### src/rtl/cp0_exc_ctrl.sv
// CP0 exception/interrupt sequencer: serialises EPC/Cause/Status updates, eret and
// mtc0 onto the single CP0 write port, holding each access for WR_HOLD cycles.
module cp0_exc_ctrl #(
  parameter logic [31:0] EXC_VECTOR = 32'h0000_0180,
  parameter int          WR_HOLD    = 5,
  parameter logic [4:0]  REG_STATUS = 5'd12,
  parameter logic [4:0]  REG_CAUSE  = 5'd13,
  parameter logic [4:0]  REG_EPC    = 5'd14
) (
  input  logic        clk,
  input  logic        reset,
  input  logic        exc_req,
  input  logic [4:0]  exc_code,
  input  logic [31:0] exc_pc,
  input  logic        exc_bd,
  input  logic [31:0] int_pc,
  input  logic [5:0]  hw_int,
  input  logic        eret_req,
  input  logic        sw_wr,
  input  logic [4:0]  sw_addr,
  input  logic [31:0] sw_wdata,
  output logic        sw_ack,
  output logic        cp0_w,
  output logic [4:0]  cp0_a1,
  output logic [31:0] cp0_wd,
  input  logic [31:0] cp0_rd1,
  output logic        stall,
  output logic        redirect_valid,
  output logic [31:0] redirect_pc
);

  typedef enum logic [2:0] {
    IDLE, W_EPC, W_CAUSE, W_STATUS, E_RD, E_STAT, SW_WR, REDIR
  } state_t;

  state_t      state_q, state_d;
  logic [3:0]  hc_q, hc_d;
  logic        st_ie_q, st_ie_d, st_exl_q, st_exl_d;
  logic [7:0]  st_im_q, st_im_d;

  logic [31:0] epc_q, redir_q, swd_q;
  logic [4:0]  code_q, swa_q;
  logic        bd_q;
  logic [5:0]  hwint_q;

  logic        int_pend, hc_last;
  logic        take_exc, take_int, take_sw, take_epc_rd;
  logic [31:0] status_word, cause_word;

  assign int_pend    = (|(hw_int & st_im_q[7:2])) & st_ie_q & ~st_exl_q;
  assign hc_last     = (hc_q == 4'(WR_HOLD - 1));
  assign status_word = {16'b0, st_im_q, 6'b0, st_exl_q, st_ie_q};
  assign cause_word  = {bd_q, 15'b0, hwint_q, 2'b0, 1'b0, code_q, 2'b0};
  assign stall       = (state_q != IDLE) | exc_req | int_pend | eret_req;

  always_comb begin
    state_d        = state_q;
    st_ie_d        = st_ie_q;
    st_exl_d       = st_exl_q;
    st_im_d        = st_im_q;
    take_exc       = 1'b0;
    take_int       = 1'b0;
    take_sw        = 1'b0;
    take_epc_rd    = 1'b0;
    cp0_w          = 1'b0;
    cp0_a1         = sw_addr;
    cp0_wd         = 32'b0;
    sw_ack         = 1'b0;
    redirect_valid = 1'b0;
    redirect_pc    = 32'b0;
    hc_d           = 4'd0;
    if (state_q != IDLE && state_q != REDIR)
      hc_d = hc_last ? 4'd0 : hc_q + 4'd1;

    case (state_q)
      IDLE: begin
        if (exc_req) begin
          take_exc = 1'b1;
          state_d  = W_EPC;
        end else if (int_pend) begin
          take_int = 1'b1;
          state_d  = W_EPC;
        end else if (eret_req) begin
          state_d  = E_RD;
        end else if (sw_wr) begin
          take_sw  = 1'b1;
          state_d  = SW_WR;
          if (sw_addr == REG_STATUS) begin
            st_ie_d  = sw_wdata[0];
            st_exl_d = sw_wdata[1];
            st_im_d  = sw_wdata[15:8];
          end
        end
      end
      W_EPC: begin
        cp0_w  = 1'b1;
        cp0_a1 = REG_EPC;
        cp0_wd = epc_q;
        if (hc_last) state_d = W_CAUSE;
      end
      W_CAUSE: begin
        cp0_w  = 1'b1;
        cp0_a1 = REG_CAUSE;
        cp0_wd = cause_word;
        if (hc_last) begin
          state_d  = W_STATUS;
          st_exl_d = 1'b1;
        end
      end
      W_STATUS: begin
        cp0_w  = 1'b1;
        cp0_a1 = REG_STATUS;
        cp0_wd = status_word;
        if (hc_last) state_d = REDIR;
      end
      E_RD: begin
        cp0_a1 = REG_EPC;
        if (hc_last) begin
          take_epc_rd = 1'b1;
          state_d     = E_STAT;
          st_exl_d    = 1'b0;
        end
      end
      E_STAT: begin
        cp0_w  = 1'b1;
        cp0_a1 = REG_STATUS;
        cp0_wd = status_word;
        if (hc_last) state_d = REDIR;
      end
      SW_WR: begin
        cp0_w  = 1'b1;
        cp0_a1 = swa_q;
        // Status writes go out in the canonical shadow format
        cp0_wd = (swa_q == REG_STATUS) ? status_word : swd_q;
        if (hc_last) begin
          sw_ack  = 1'b1;
          state_d = IDLE;
        end
      end
      REDIR: begin
        redirect_valid = 1'b1;
        redirect_pc    = redir_q;
        state_d        = IDLE;
      end
      default: state_d = IDLE;
    endcase
  end

  always_ff @(posedge clk) begin
    if (!reset) begin
      state_q  <= IDLE;
      hc_q     <= 4'd0;
      st_ie_q  <= 1'b0;
      st_exl_q <= 1'b0;
      st_im_q  <= 8'b0;
    end else begin
      state_q  <= state_d;
      hc_q     <= hc_d;
      st_ie_q  <= st_ie_d;
      st_exl_q <= st_exl_d;
      st_im_q  <= st_im_d;
    end
  end

  // Sequence payload; only ever observed through state-gated outputs, so no reset
  always_ff @(posedge clk) begin
    if (take_exc) begin
      epc_q   <= exc_bd ? exc_pc - 32'd4 : exc_pc;
      code_q  <= exc_code;
      bd_q    <= exc_bd;
      hwint_q <= hw_int;
      redir_q <= EXC_VECTOR;
    end else if (take_int) begin
      epc_q   <= int_pc;
      code_q  <= 5'd0;
      bd_q    <= 1'b0;
      hwint_q <= hw_int;
      redir_q <= EXC_VECTOR;
    end else if (take_epc_rd) begin
      redir_q <= cp0_rd1;
    end
    if (take_sw) begin
      swa_q <= sw_addr;
      swd_q <= sw_wdata;
    end
  end

endmodule

### config.mk
export PLATFORM = sky130hd
export DESIGN_NAME = cp0_exc_ctrl
export DESIGN_NICKNAME = d
export VERILOG_FILES = /design/src/rtl/cp0_exc_ctrl.sv
export SDC_FILE = /design/constraint.sdc
export NUM_CORES = 1
export LEC_CHECK = 0
export BUFFER_PORTS_ARGS = -buffer_cell sky130_fd_sc_hd__buf_2
export CELL_PAD_IN_SITES_DETAIL_PLACEMENT = 1
export CELL_PAD_IN_SITES_GLOBAL_PLACEMENT = 1
export CORE_ASPECT_RATIO = 0.8
export CORE_UTILIZATION = 40
export DETAILED_ROUTE_END_ITERATION = 7
export HOLD_SLACK_MARGIN = 0.1
export PLACE_DENSITY = 0.95
export SYNTH_ARGS = -nofsm -noshare
export SYNTH_HDL_FRONTEND = slang
export SYNTH_SLANG_ARGS = --single-unit
### constraint.sdc
create_clock -name clk -period 8.4 [get_ports clk]
set_clock_uncertainty 0.05 [all_clocks]
set_input_delay 2.52 -clock clk [delete_from_list [all_inputs] [get_ports clk]]
set_output_delay 2.52 -clock clk [all_outputs]
set_load 0.005 [all_outputs]
# After elaboration in Yosys (flattened, before gate mapping)
# Index checks and enable logic that the tools add are counted.
dict set report word_totals {
  ff_bits 130
  word_cells 108
  output_inout_bits 73
  input_bits 150
}
dict set report classes {
  n_eq_ne 22
  muxes 46
  n_bitwise 12
  n_addsub 2
  reduce_logical 14
}
# op n
set ops {}
lappend ops {{2-to-1 mux 32 bit} 5}
lappend ops {{case mux 32 bit (4 select lines)} 1}
lappend ops {{subtractor 32 x 3 -> 32 bit, second input constant} 1}
lappend ops {{2-to-1 mux 3 bit} 9}
lappend ops {{2-to-1 mux 1 bit} 24}
lappend ops {{case mux 3 bit (7 select lines)} 1}
lappend ops {{case mux 5 bit (4 select lines)} 1}
lappend ops {{!= test 2 bit, second input constant} 9}
lappend ops {{equality test 3 bit, second input constant} 4}
lappend ops {{2-to-1 mux 6 bit} 2}
lappend ops {{AND reduction 6 bit} 2}
lappend ops {{equality test 5 x 4 -> 1 bit, second input constant} 2}
lappend ops {{2-to-1 mux 5 bit} 2}
lappend ops {{AND reduction 8 bit} 1}
lappend ops {{AND 6 bit} 1}
lappend ops {{equality test 3 x 2 -> 1 bit, second input constant} 2}
lappend ops {{inverter 1 bit} 6}
lappend ops {{nonzero test 3 bit} 2}
lappend ops {{OR reduction 2 bit} 3}
lappend ops {{OR reduction 6 bit} 1}
lappend ops {{!= test 5 bit, second input constant} 1}
lappend ops {{OR reduction 5 bit} 1}
lappend ops {{adder 4 x 1 -> 4 bit, second input constant} 1}
lappend ops {{equality test 4 x 3 -> 1 bit, second input constant} 1}
lappend ops {{10 further kinds} 13}

# Longest topological paths before layout
# Gate-level depths: netlist of the first run.
dict set report logic_depth {
  ltp_word 9
  depth_mapped 8
  mapped_depth_nobuf 7
}

# Worst setup path after synthesis of the first run
# Ideal clock, no wire load.
dict set report synth_path {
  path_type {input -> output}
  startpoint {input port hw_int[0]}
  endpoint {output port stall}
  n_path_buf 0
  required_time_ns 5.830
  setup_slack_ns 2.597
  arrival_ns 3.233
  path_stages 4
  cell_sequence {a22oi_1 a311oi_1 nor3_1 nand2_1}
}
dict set report synth_between {
  elab_chain_cells 6
}
# element line
set synth_lines {}
lappend synth_lines {{from (decl)} 17} ;# input logic [5:0] hw_int,
lappend synth_lines {{AND 6 bit} 50} ;# assign int_pend = (|(hw_int & st_im_q[7:2])) & st_ie_q & ~st_exl_q;
lappend synth_lines {{OR reduction 6 bit} 50}
lappend synth_lines {{AND 1 bit (2 in series)} 50}
lappend synth_lines {{OR 1 bit (2 in series)} 54} ;# assign stall = (state_q != IDLE) | exc_req | int_pend | eret_req;
lappend synth_lines {{to (decl)} 27} ;# output logic stall,
# Every way passes these cells.

# Worst setup path in the final report of the first run
# Ends and elaborated chain as after synthesis.

==> results of run 1 <==
==> power breakdown <==
group | leakage, nW | internal (mW) | switching, mW
clock | 0.273 | 0.427 | 0.265
combinational | 2.00 | 0.180 | 0.287
sequential | 1.15 | 0.811 | 0.0639
total | 3.42 | 1.42 | 0.615
==> placed cells by master (no fill, tap or decap), drive strengths merged, types with 13 or more instances in the layout <==
cell	instances
a21oi	32
nor2b	13
nor2	21
nand2	108
xnor2	16
and2	33
dfxtp	49
o21ai	48
a22o	16
clkbuf	28
inv	22
buf	229
nor3	16
xor2	13
edfxtp	81
==> flip-flops by register name, summed over array words and instances, names as in the netlist <==
register,count
epc_q,32
st_ie_q,1
swa_q,5
redir_q,32
hwint_q,6
swd_q,32
hc_q,4
bd_q,1
state_q,3
st_im_q,8
code_q,5
st_exl_q,1
==> area by class of cell <==
class / instances / area share, %
Multi-Input combinational cell: 429 / 32.61
Inverter: 21 / 0.9713
Clock buffer: 28 / 6.522
Clock inverter: 4 / 0.2621
Timing Repair Buffer: 229 / 14.34
Sequential cell: 130 / 42.06
Tap cell: 210 / 3.238
==> tightest hold or removal path: stages, from the launching register on <==
cell and delay, ns:
dfxtp_1 0.30, nand2_1 0.05, a21oi_1 0.05
==> kinds of logic (layout without fill, tap and decap cells) <==
logic type | after synthesis | in the layout
compound gates | 133 | 133
fa+ha+maj | 3 | 3
xor+xnor | 29 | 29
mux | 17 | 17
buf+inv | 61 | 282
simple gates | 247 | 247
flops | 130 | 130
==> path summary, 6_finish.rpt <==
| kind | to | slack, ns | cells after the start |
|---|---|---|---|
| min | redir_q[9] | 0.40 | 2 |
| max | stall | 2.12 | 7 |
| min reg2reg | redir_q[9] | 0.40 | 2 |
| max reg2reg | epc_q[1] | 5.58 | 4 |
==> layer usage <==
metal | share of wire, % | routed length, µm | global-route usage (%)
met4 | 1.5 | 297 | 7.957
met1 | 44 | 8668 | 32.35
met2 | 50 | 9841 | 42.56
met3 | 5.2 | 1039 | 5.668
met5 | 0 | 0 | 0
==> metrics by stage <==
stage / instances / instance area [µm²]
final: 1051 / 8115
after global routing: 1051 / 8115
after CTS: 1051 / 8115
after detailed placement: 1019 / 7565
after global placement: 1019 / 7565
after floorplan: 620 / 6252
==> summary.md, run 1 <==
| Metric | Value |
|---|---|
| Status | `complete, no violations` |
| Drt drc | `0` |
| CTS H-tree depth | `4` |
| # nets final | `981` |
| Simple-Gate Fraction of Synth Area | `20.55%` |
| IO buf count | `222` |
| Final setup margin | `2.116 ns` |
| Min Tclk post-route | `6.284 ns` |
| RSZ-0062 raised after global routing | `false` |
| Die X | `141.8 µm` |
| First-pass GRT wire length | `30650 µm` |
| Row count | `40` |
| CP most frequent cell | `buf_2` |
| Seq cells post-synth | `130` |
| Initial antenna violation count | `0` |
| Async SR Flop Fraction | `0%` |
| Max Slew Vio Count | `0` |
| Multiplexer area fraction after synthesis | `2.822%` |
| Hold buffers post-CTS | `0` |
| Final Util | `53.51%` |
| Die Y | `113.8 µm` |
| Final period utilization | `74.81%` |
| Hold path start | `redir_q[9]` |
| Routed Antenna Nets | `0` |
| Fillers | `1775` |
| Ys Warns | `0` |
| Synthesized area | `6252 µm²` |
| Worst Path Required | `5.83 ns` |
| Initial DRC count | `395` |
| Type of origin of the critical path | `input port` |
| P&R area growth vs syn | `29.80%` |
| Post-Route WL | `19850 µm` |
| Area of the multi-input gates | `2646 µm²` |
| Post-synth EDFFs | `81` |
| Setup Crit Path Kind | `in -> out` |
| Critical-path maximum fanout | `5` |
| Post-CTS Setup Bufs | `0` |
| DP Worst Slack | `2.132 ns` |
| Crit path max-delay cell type | `nor3_1` |
| Initial Util | `41.23%` |
| Final-report setup violation count | `0` |
| CTS resizes | `0` |
| Count leader, synth | `nand2_1` |
| Total power | `2.034 mW` |
| Synth Instances | `620` |
| CTS root buf | `clkbuf_16` |
| Post-synth cell types | `56` |
| Crit path largest cell delay | `0.22 ns` |
| Syn_nets | `773` |
| Worst Setup SP | `hw_int[0]` |
| Main area contributors after synthesis | `edfxtp_1 (39%), dfxtp_1 (16%), nand2_1 (6.5%)` |
| Worst path top cell family by delay | `buffers and inverters` |
| RR Startpoint | `state_q[0]` |
| Worst-case clock buffer depth | `2` |
| Crit. End Element | `output pin` |
| CTS tree | `yes` |
| Yosys top cell area share | `38.90%` |
| Critical path buffers and inverters | `3` |
| CTS Buf Count | `17` |
| Largest net degree at the start of global routing | `79` |
| Vias in the first global route | `5669` |
| Worst path cell trace | `buf_2, a22oi_1, a311oi_1, buf_4, nor3_1, nand2_1, buf_2` |
| Clk Latency, worst-skew pair | `0.41 ns` |
| Max-cap violations | `0` |
| Post-synthesis compound-gate area fraction | `13.69%` |
| Hold crit path type | `reg -> reg` |
| Avg Cell Area, Syn | `10.08 µm²` |
| Worst slew pin tran | `1.123 ns` |
| Seq. cell area | `3413 µm²` |
| Setup TNS | `0 ns` |
| Layout cells sized above 1 | `33.06%` |
| Core region area | `15160 µm²` |
| Per-cell routed wire length | `18.88 µm` |
| PwrDens | `250.7 nW/µm²` |
| Max-slew headroom | `24.79%` |
| Main synth FF type | `edfxtp_1` |
| Die area | `16140 µm²` |
| Clk sinks | `130` |
| RePlAce Congestion | `0.7993` |
| Ant. Diodes | `0` |
| Max frequency | `0.1591 GHz` |
| Final hold slack | `0.3999 ns` |
| P_leak | `3.425 nW` |
| First-pass detailed-route iteration total | `8` |
| Register area share after synthesis | `54.59%` |
| Adder-cell share of the synthesized area | `0.6004%` |
| Ports | `223` |
| Max VDD drop | `158.8 µV` |
| Leading area contributor after synthesis | `edfxtp_1` |
| CP arrival | `3.71 ns` |
| Via-per-instance ratio | `5.253` |
| Synth Area in XOR/XNOR | `4.062%` |
| GRT Util Overall | `25.26%` |
| DP HPWL | `14160 µm` |
| Fin. Hold Viols | `0` |
| GR Overflow Total | `0` |
| Worst-path clk slew | `0.05 ns` |
| Commonest cells post-synth | `nand2_1 (108), edfxtp_1 (81), dfxtp_1 (49)` |
| Via count | `5521` |
| Largest family of logic cells by synthesized area | `simple AND/OR/NAND/NOR gates` |
No activity file was read; power rests on OpenSTA's default activity.
==> run 2, diff against run 1 <==
--- a/config.mk
+++ b/config.mk
@@ -9,10 +9,10 @@
 export CELL_PAD_IN_SITES_DETAIL_PLACEMENT = 1
 export CELL_PAD_IN_SITES_GLOBAL_PLACEMENT = 1
 export CORE_ASPECT_RATIO = 0.8
-export CORE_UTILIZATION = 40
+export CORE_UTILIZATION = 34
 export DETAILED_ROUTE_END_ITERATION = 7
 export HOLD_SLACK_MARGIN = 0.1
-export PLACE_DENSITY = 0.95
+export PLACE_DENSITY = 0.89
 export SYNTH_ARGS = -nofsm -noshare
 export SYNTH_HDL_FRONTEND = slang
 export SYNTH_SLANG_ARGS = --single-unit
==> constraint.sdc (replaced) <==
create_clock -name clk -period 5.5 [get_ports clk]
set_clock_uncertainty 0.05 [all_clocks]
set_input_delay 1.65 -clock clk [delete_from_list [all_inputs] [get_ports clk]]
set_output_delay 1.65 -clock clk [all_outputs]
set_load 0.005 [all_outputs]
==> summary.md, run 2 (synthesis gave the netlist of run 1 again) <==
| Metric | Value |
|---|---|
| Status | `complete, no violations` |
| First-pass detailed-route iteration total | `6 (-2)` |
| Largest registers | `epc_q x32, redir_q x32, swd_q x32` |
| Initial antenna violation count | `1 (+1)` |
| Row count | `43 (+7.5%)` |
| Final hold slack | `0.4014 ns (+0.001496 ns)` |
| Post-Route WL | `19860 µm (about the same)` |
| Core region area | `17650 µm² (+16%)` |
| Initial Util | `35.43% (-5.8 points)` |
| Setup Crit Path Kind | `in -> out` |
| CTS resizes | `0 (unchanged)` |
| Largest net degree at the start of global routing | `79 (unchanged)` |
| R2R Setup Slk | `2.75 ns (-2.83 ns)` |
| Setup TNS | `0 ns (unchanged)` |
| Switching share of power | `30.79% (+0.54 points)` |
| GRT Util Overall | `21.09% (-4.2 points)` |
| Final setup margin | `1.042 ns (-1.074 ns)` |
| Clk Latency, worst-skew pair | `0.42 ns (about the same)` |
| RePlAce Congestion | `0.8141 (+1.9%)` |
| IO buf count | `222 (unchanged)` |
| Initial DRC count | `414 (+4.8%)` |
| Max frequency | `0.2243 GHz` |
| Hold buffers post-CTS | `0 (unchanged)` |
| P&R area growth vs syn | `30.32%` |
| Worst-path clk slew | `0.06 ns (about the same)` |
| Via count | `5507 (-0.25%)` |
| Reg2Reg Depth | `4 (unchanged)` |
| Vias in the first global route | `5398 (-4.8%)` |
| Worst slew pin tran | `1.199 ns (+0.07601 ns)` |
| Clk sinks | `130 (unchanged)` |
| Die Y | `123.3 µm (+8.3%)` |
| Internal | `2.178 mW (+53%)` |
| Final-report setup violation count | `0 (unchanged)` |
| Post-CTS Setup Bufs | `0 (unchanged)` |
| Die area | `18940 µm² (+17%)` |
| Hold crit path type | `reg -> reg` |
| Most frequent cells in the layout | `buf_2 (222), nand2_1 (107), edfxtp_1 (81)` |
| First-pass GRT wire length | `30050 µm (-2.0%)` |
| Max VDD drop | `152.5 µV (-4.0%)` |
| Switching power | `0.9689 mW (+57%)` |
| DP Worst Slack | `1.049 ns (-1.083 ns)` |
| RSZ-0062 raised after global routing | `false` |
| DP HPWL | `14160 µm (about the same)` |
| Ports | `223 (unchanged)` |
| Sequential power share | `42.4% (-0.6 points)` |
| Die X | `153.6 µm (+8.3%)` |
| P_leak | `3.420 nW (-0.14%)` |
| Commonest non-fill, non-tap cell in the layout | `buf_2` |
| Final std cell area, no fill | `8148 µm² (+0.40%)` |
| Layout cells sized above 1 | `33.57% (+0.52 points)` |
| Max-cap violations | `0 (unchanged)` |
| Final period utilization | `81.05%` |
| CTS root buf | `clkbuf_16` |
| Worst Path Required | `3.80 ns (-2.03 ns)` |
| PwrDens | `386.2 nW/µm² (+54%)` |
| CTS Buf Count | `17 (unchanged)` |
| GR Overflow Total | `0 (unchanged)` |
| Depth of the worst hold-timing path | `2 (unchanged)` |
| CTS H-tree depth | `4 (unchanged)` |
| Crit. End Element | `output pin` |
| Combinational power share | `22.7% (-0.2 points)` |
| Type of origin of the critical path | `input port` |
| Fin. Hold Viols | `0 (unchanged)` |
| Min Tclk post-route | `4.458 ns` |
| Worst-case clock buffer depth | `2 (unchanged)` |
| CP arrival | `2.76 ns (-0.95 ns)` |
| Max-slew headroom | `20.05% (-4.7 points)` |
| Routed Antenna Nets | `0 (unchanged)` |
| Placed cell areas | `7576 µm² (+0.15%)` |
| Critical-path maximum fanout | `5 (unchanged)` |
| Clk pwr share | `34.9% (+0.9 points)` |
| Final Util | `46.17% (-7.3 points)` |
| Max Slew Vio Count | `0 (unchanged)` |
| # nets final | `980 (-0.10%)` |
| Via-per-instance ratio | `5.161 (-1.7%)` |
| Per-cell routed wire length | `18.61 µm (-1.4%)` |
| CTS tree | `yes` |
| Drt drc | `0 (unchanged)` |
## run 2: worst paths after layout
path                     from          end
setup / recovery    hw_int[2]        stall
hold / removal    redir_q[27]  redir_q[27]
setup reg to reg   state_q[0]   state_q[2]
hold reg to reg   redir_q[27]  redir_q[27]
## run 2: metrics by stage
step / power (mW) / instances
after detailed placement: 2.070 / 1033
after global placement: 2.040 / 1033
after global routing: 3.302 / 1065
after CTS: 3.181 / 1065
final: 3.147 / 1067
after floorplan: 1.731 / 620
## run 2: layer usage
metal	wire, µm	global-route usage [%]
met1	9014	27.49
met3	1006	4.522
met2	9651	35.57
met4	185	5.813
met5	0	0
## run 2: layout make-up
| class | instances | area [µm²] |
|---|---|---|
| diodes | 2 | 5.005 |
| clock buffers | 18 | 429.2 |
| clock inverters | 14 | 137.6 |
| fillers | 2096 | 9499 |
| inverters | 21 | 78.83 |
| multi-input cells | 429 | 2646 |
| flip-flops and latches | 130 | 3413 |
| well taps | 225 | 281.5 |
| repair buffers | 228 | 1156 |
## run 2: power groups by stage
stage	Sequential [mW]	Combinational [mW]	Clock, mW
after CTS	1.33	0.724	1.12
final	1.33	0.714	1.10
after global placement	1.35	0.694	0
after floorplan	1.29	0.439	0
after detailed placement	1.35	0.716	0
after global routing	1.35	0.788	1.16
## run 2: critical path, stage by stage
cell and delay [ns]:
buf_2 0.11, a22oi_1 0.18, a311oi_1 0.12, buf_4 0.18, nor3_1 0.20, nand2_1 0.15
buf_2 0.16
